File: config.mk
export PLATFORM = sky130hd
export DESIGN_NAME = lag_scan_sequencer
export DESIGN_NICKNAME = d
export VERILOG_FILES = /design/src/rtl/lag_scan_sequencer_pkg.sv /design/src/rtl/lag_scan_sequencer_tick_timer.sv /design/src/rtl/lag_scan_sequencer.sv
export SDC_FILE = /design/constraint.sdc
export NUM_CORES = 1
export LEC_CHECK = 0
export BUFFER_PORTS_ARGS = -buffer_cell sky130_fd_sc_hd__buf_2
export CORE_AREA = 3 3 105 107
export DETAILED_ROUTE_END_ITERATION = 12
export DIE_AREA = 0 0 108 110
export PLACE_DENSITY = 0.71
export SYNTH_ARGS = -nofsm -noshare
export SYNTH_HDL_FRONTEND = slang
export SYNTH_SLANG_ARGS = --single-unit
File: constraint.sdc
create_clock -name sysclk -period 4.34 [get_ports sysclk]
set_clock_uncertainty 0.05 [all_clocks]
set_input_delay 0.434 -clock sysclk [delete_from_list [all_inputs] [get_ports sysclk]]
set_output_delay 0.434 -clock sysclk [all_outputs]
set_load 0.005 [all_outputs]
File: src/rtl/lag_scan_sequencer_pkg.sv
// Shared types and default sizes for the lag sweep sequencer.
package lag_scan_pkg;

  // Default geometry of the correlator datapath the sequencer drives.
  localparam int NUM_INPUTS_DEF   = 8;
  localparam int LINE_WIDTH       = 8;
  localparam int LAG_WIDTH_DEF    = 12;
  localparam int MAX_LAG_DEF      = 512;
  localparam int DWELL_WIDTH_DEF  = 24;
  localparam int SETTLE_TICKS_DEF = 4;

  // Sweep phases: wait for the delay line, clear counters, integrate, hand off a packet.
  typedef enum logic [2:0] {
    ST_IDLE      = 3'd0,
    ST_SETTLE    = 3'd1,
    ST_CLEAR     = 3'd2,
    ST_INTEGRATE = 3'd3,
    ST_REPORT    = 3'd4
  } scan_state_t;

endpackage

File: src/rtl/lag_scan_sequencer_tick_timer.sv
// Loadable down-counter of sample ticks; shared by the settle and dwell phases.
module tick_timer
  import lag_scan_pkg::*;
#(
  parameter int WIDTH = DWELL_WIDTH_DEF
) (
  input  logic             sysclk,
  input  logic             reset_n,
  input  logic             load,
  input  logic [WIDTH-1:0] load_value,
  input  logic             smp_tick,
  output logic             expired
);

  logic [WIDTH-1:0] count_reg;

  // A load wins over a tick in the same cycle, so the tick seen on state entry is never counted.
  always_ff @(posedge sysclk or negedge reset_n) begin
    if (!reset_n) begin
      count_reg <= '0;
    end else if (load) begin
      count_reg <= load_value;
    end else if (smp_tick && (count_reg != '0)) begin
      count_reg <= count_reg - WIDTH'(1);
    end
  end

  // Expiry fires in the cycle of the final counted tick so the caller can leave on that edge.
  assign expired = !load && smp_tick && (count_reg == WIDTH'(1));

endmodule

File: src/rtl/lag_scan_sequencer.sv
// Steps one correlator line through a lag range: settle, clear, integrate, report per lag.
module lag_scan_sequencer
  import lag_scan_pkg::*;
#(
  parameter int NUM_INPUTS   = NUM_INPUTS_DEF,
  parameter int LAG_WIDTH    = LAG_WIDTH_DEF,
  parameter int MAX_LAG      = MAX_LAG_DEF,
  parameter int DWELL_WIDTH  = DWELL_WIDTH_DEF,
  parameter int SETTLE_TICKS = SETTLE_TICKS_DEF
) (
  input  logic                   sysclk,
  input  logic                   reset_n,
  input  logic                   smp_tick,
  input  logic                   start,
  input  logic                   abort,
  input  logic [LINE_WIDTH-1:0]  line_sel,
  input  logic [LAG_WIDTH-1:0]   lag_start,
  input  logic [LAG_WIDTH-1:0]   lag_stop,
  input  logic [DWELL_WIDTH-1:0] dwell,
  output logic [LAG_WIDTH-1:0]   lag_out,
  output logic [LINE_WIDTH-1:0]  lag_line,
  output logic                   lag_valid,
  output logic                   counter_clear,
  output logic                   integrating,
  output logic                   tx_req,
  input  logic                   tx_ack,
  output logic                   busy,
  output logic                   done,
  output logic                   cfg_err
);

  // Range limits widened by one bit so the comparisons cannot wrap.
  localparam logic [LAG_WIDTH:0]   MAX_LAG_EXT    = (LAG_WIDTH+1)'(MAX_LAG);
  localparam logic [LINE_WIDTH:0]  NUM_INPUTS_EXT = (LINE_WIDTH+1)'(NUM_INPUTS);
  // A zero settle count would never expire; one tick is the shortest meaningful wait.
  localparam logic [DWELL_WIDTH-1:0] SETTLE_LOAD =
    (SETTLE_TICKS < 1) ? DWELL_WIDTH'(1) : DWELL_WIDTH'(SETTLE_TICKS);

  scan_state_t            state_reg;
  logic [LAG_WIDTH-1:0]   lag_out_reg;
  logic [LAG_WIDTH-1:0]   lag_stop_reg;
  logic [LINE_WIDTH-1:0]  lag_line_reg;
  logic [DWELL_WIDTH-1:0] dwell_reg;
  logic                   busy_reg;
  logic                   counter_clear_reg;
  logic                   integrating_reg;
  logic                   tx_req_reg;
  logic                   done_reg;
  logic                   cfg_err_reg;

  logic [DWELL_WIDTH-1:0] dwell_eff;
  logic [DWELL_WIDTH-1:0] timer_value;
  logic                   timer_load;
  logic                   timer_expired;
  logic                   cfg_bad;
  logic                   last_step;

  // Requests are validated against the live inputs at the moment of the start pulse.
  assign cfg_bad = (lag_start > lag_stop) ||
                   ({1'b0, lag_stop} >= MAX_LAG_EXT) ||
                   ({1'b0, line_sel} >= NUM_INPUTS_EXT);

  // A dwell of zero behaves as a one-tick integration.
  assign dwell_eff = (dwell_reg == '0) ? DWELL_WIDTH'(1) : dwell_reg;
  assign last_step = (lag_out_reg == lag_stop_reg);

  // Arm the shared timer on every edge that enters SETTLE or INTEGRATE.
  always_comb begin
    timer_load  = 1'b0;
    timer_value = SETTLE_LOAD;
    case (state_reg)
      ST_IDLE: begin
        timer_load = start && !cfg_bad;
      end
      ST_CLEAR: begin
        timer_load  = 1'b1;
        timer_value = dwell_eff;
      end
      ST_REPORT: begin
        timer_load = tx_ack && !last_step;
      end
      default: begin
        timer_load = 1'b0;
      end
    endcase
  end

  tick_timer #(
    .WIDTH(DWELL_WIDTH)
  ) u_tick_timer (
    .sysclk    (sysclk),
    .reset_n   (reset_n),
    .load      (timer_load),
    .load_value(timer_value),
    .smp_tick  (smp_tick),
    .expired   (timer_expired)
  );

  // Sweep FSM with registered outputs; abort overrides every other event, including start.
  always_ff @(posedge sysclk or negedge reset_n) begin
    if (!reset_n) begin
      state_reg         <= ST_IDLE;
      lag_out_reg       <= '0;
      lag_stop_reg      <= '0;
      lag_line_reg      <= '0;
      dwell_reg         <= '0;
      busy_reg          <= 1'b0;
      counter_clear_reg <= 1'b0;
      integrating_reg   <= 1'b0;
      tx_req_reg        <= 1'b0;
      done_reg          <= 1'b0;
      cfg_err_reg       <= 1'b0;
    end else begin
      counter_clear_reg <= 1'b0;
      done_reg          <= 1'b0;
      if (abort) begin
        // The lag value is left in place so the line keeps its last applied offset.
        state_reg       <= ST_IDLE;
        busy_reg        <= 1'b0;
        integrating_reg <= 1'b0;
        tx_req_reg      <= 1'b0;
      end else begin
        case (state_reg)
          ST_IDLE: begin
            if (start) begin
              if (cfg_bad) begin
                cfg_err_reg <= 1'b1;
              end else begin
                cfg_err_reg  <= 1'b0;
                lag_line_reg <= line_sel;
                lag_stop_reg <= lag_stop;
                dwell_reg    <= dwell;
                lag_out_reg  <= lag_start;
                busy_reg     <= 1'b1;
                state_reg    <= ST_SETTLE;
              end
            end
          end
          ST_SETTLE: begin
            if (timer_expired) begin
              counter_clear_reg <= 1'b1;
              state_reg         <= ST_CLEAR;
            end
          end
          ST_CLEAR: begin
            integrating_reg <= 1'b1;
            state_reg       <= ST_INTEGRATE;
          end
          ST_INTEGRATE: begin
            if (timer_expired) begin
              integrating_reg <= 1'b0;
              tx_req_reg      <= 1'b1;
              state_reg       <= ST_REPORT;
            end
          end
          ST_REPORT: begin
            if (tx_ack) begin
              tx_req_reg <= 1'b0;
              if (last_step) begin
                done_reg  <= 1'b1;
                busy_reg  <= 1'b0;
                state_reg <= ST_IDLE;
              end else begin
                lag_out_reg <= lag_out_reg + LAG_WIDTH'(1);
                state_reg   <= ST_SETTLE;
              end
            end
          end
          default: begin
            state_reg       <= ST_IDLE;
            busy_reg        <= 1'b0;
            integrating_reg <= 1'b0;
            tx_req_reg      <= 1'b0;
          end
        endcase
      end
    end
  end

  assign lag_out       = lag_out_reg;
  assign lag_line      = lag_line_reg;
  assign lag_valid     = busy_reg;
  assign busy          = busy_reg;
  assign counter_clear = counter_clear_reg;
  assign integrating   = integrating_reg;
  assign tx_req        = tx_req_reg;
  assign done          = done_reg;
  assign cfg_err       = cfg_err_reg;

endmodule

==> metrics.txt <==
status=finished, final reports clean; fraction of layout instances using a drive strength above 1=0.264; Post-CTS Setup Repair Bufs=0; PwrDens=352 mW/mm^2; critical path, cell by cell=buf_2 -> ha_1 -> nand4_1 -> or2_1 -> nor3_4 -> a41oi_4 -> a211oi_4 -> mux2_2; CP required=4.55 ns; CP Launch Type=primary input; RSZ-0062 raised after global routing=false; total CTS buffers=9; slowest CP cell=a211oi_4; final instance area=0.00574 mm^2; Clk Latency, worst-skew pair=0.37 ns; Net Count, Synth=550; nets@finish=633; mapped cell area=0.00502 mm^2; Worst R2R Start=lag_out[0]$_DFFE_PN0P_; DPL Wire Length=8720 um; crit path from=lag_start[11]; CTS tree=done; die area=0.0119 mm^2; Final setup viols=0; period utilization=0.590; DRC viols=0; ys flop type=dfrtp_1; DIE WIDTH=108 um; setup TNS=0 ns; Yosys warning total=0; share of the synthesized area in the top cell type=0.443; Tot Pwr=2.02 mW; Synth cell types=63; drt total wl=11900 um; first-pass GRT wire length=19100 um; Starting Density=0.491; R2R depth=6; delay of the slowest critical-path stage=0.68 ns; vias in the first global route=3961; gr ovfl total=0; CP Data Arrival Time=2.77 ns; Fin. Hold Viols=0; Site Rows=37; leading area contributor after synthesis=dfrtp_1; fin. max-slew vios=0; Pre-antenna DRT Iters=4; Worst-Margin Slew=1.11 ns; Ports=89; H-tree levels=3; Avg WL per Cell=17.0 um; Post-synth ARST share=1.00; largest net degree at the start of global routing=90; Tmin final=2.56 ns; VDD IR max=193 uV; syn avg cell area=10.6 um^2; Max Cap Viol=0; EDFF count, synth=0; Slew HR=0.259; initial antenna violation count=0; ANT cells=0; GRT Total Usage=0.207; Crit Path Class=in -> reg; Post-CTS Hold Fix Bufs=0; CTS clk-pin slew, worst paths=0.08 ns; top cells by area, synth=dfrtp_1 (44%), mux2_1 (7.2%), ha_1 (3.7%); cts repair resizes=0; chip height=110 um; count leader, synth=dfrtp_1; FMAX=391 MHz; routability congestion estimate=0.834; clock tree buffer depth=2; Core ar.=0.0102 mm^2; post-synthesis instance total=473; # port buffers=88; CTS root buf=clkbuf_8; Lkg Pwr=2.78 nW; sequential element share of the synthesized area=0.443; clk sink count=89; Post-synth top cells=dfrtp_1 (89), nand2_1 (36), mux2_1 (32); Via Count=3985; critical path capture point type=flip-flop; Final ANT Viol Nets=0; worst-path fanout max=12; vias per cell=5.72; Seq cells post-synth=89; Hold/Removal Path Class=in -> async; DRT iter0 DRCs=175; r2r setup slk=1.86 ns; Placed Area=0.00555 mm^2; worst r2r dst=lag_out[1]$_DFFE_PN0P_; Area Overhead vs Synth=14.3%
metal layers:
| layer | global-route usage | wire length (um) | share of wire | up-vias |
|---|---|---|---|---|
| met5 | 0 | 0 | 0 | - |
| met4 | 0.0775 | 235 | 0.020 | 0 |
| met3 | 0.0390 | 661 | 0.056 | 19 |
| li1 | - | - | - | 1890 |
| met2 | 0.362 | 6090 | 0.51 | 134 |
| met1 | 0.256 | 4870 | 0.41 | 1942 |
where the power goes:
part	switching, mW	leakage, nW	internal, mW
Sequential	0.141	1.17	0.929
Combinational	0.202	1.51	0.197
Clock	0.298	0.0984	0.254
cell usage in the layout (no fill, tap or decap), drive strengths merged, types with 3 or more instances in the layout:
| master | synthesis | routed |
|---|---|---|
| nor3 | 13 | 13 |
| clkbuf | 10 | 12 |
| a211oi | 3 | 3 |
| a21oi | 11 | 11 |
| o22ai | 3 | 3 |
| inv | 21 | 21 |
| o21a | 4 | 4 |
| a21o | 3 | 3 |
| ha | 15 | 15 |
| nand2 | 38 | 38 |
| nand3 | 17 | 17 |
| and2 | 10 | 10 |
| nor4 | 25 | 25 |
| or4 | 3 | 3 |
| or2 | 5 | 5 |
| nand4 | 7 | 7 |
| clkinv | 0 | 3 |
| a2111oi | 5 | 5 |
| nor2 | 25 | 25 |
| o21ai | 32 | 32 |
| a31oi | 4 | 4 |
| or3 | 4 | 4 |
| and3 | 4 | 4 |
| o2111ai | 3 | 3 |
| dfrtp | 89 | 89 |
| a22oi | 3 | 3 |
| mux2 | 40 | 40 |
| buf | 9 | 91 |
| xnor2 | 18 | 18 |
| o211ai | 4 | 4 |
| a2bb2oi | 6 | 6 |
| xor2 | 19 | 19 |
worst max-delay path: cells and delay by family:
family          cells  cell delay (ns)
mux                 1             0.41
buf+inv             1             0.12
fa+ha+maj           1             0.31
compound gates      2             0.78
simple gates        3             0.72
area by class of cell:
cell class / instances / area (um^2)
clock buffer: 12 / 165
clock inverter: 4 / 26.3
fill: 925 / 4490
inverter: 21 / 78.8
multi-input combinational: 344 / 2610
sequential: 89 / 2230
tap: 136 / 170
timing repair buffer: 91 / 465
metrics by stage:
stage | utilization | hold slack [ns] | cells | setup WS [ns]
after detailed placement | 0.543 | 0.421 | 681 | 1.40
after global routing | 0.561 | 0.205 | 697 | 1.66
after global placement | 0.543 | 0.425 | 681 | 1.48
after floorplan | - | 0.0884 | 473 | 1.91
final | 0.561 | 0.213 | 697 | 1.78
after CTS | 0.561 | 0.207 | 697 | 1.79
cells by family after synthesis:
logic type      after synthesis  share of synthesized area
simple gates                159                      0.188
compound gates               93                      0.138
flops                        89                      0.443
buf+inv                      40                     0.0381
mux                          40                     0.0911
xor+xnor                     37                     0.0645
fa+ha+maj                    15                     0.0374
worst max path at each step:
stage | slack [ns] | cells past startpoint | to
after global placement | 1.48 | 8 | dwell_reg[22]$_DFFE_PN0P_
after CTS | 1.79 | 8 | lag_line[1]$_DFFE_PN0P_
after detailed placement | 1.40 | 8 | dwell_reg[22]$_DFFE_PN0P_
after floorplan | 1.91 | 9 | dwell_reg[20]$_DFFE_PN0P_
after global routing | 1.66 | 8 | lag_line[1]$_DFFE_PN0P_
final | 1.78 | 8 | lag_out[1]$_DFFE_PN0P_
Note: power is estimated with default switching activity, not from simulation.
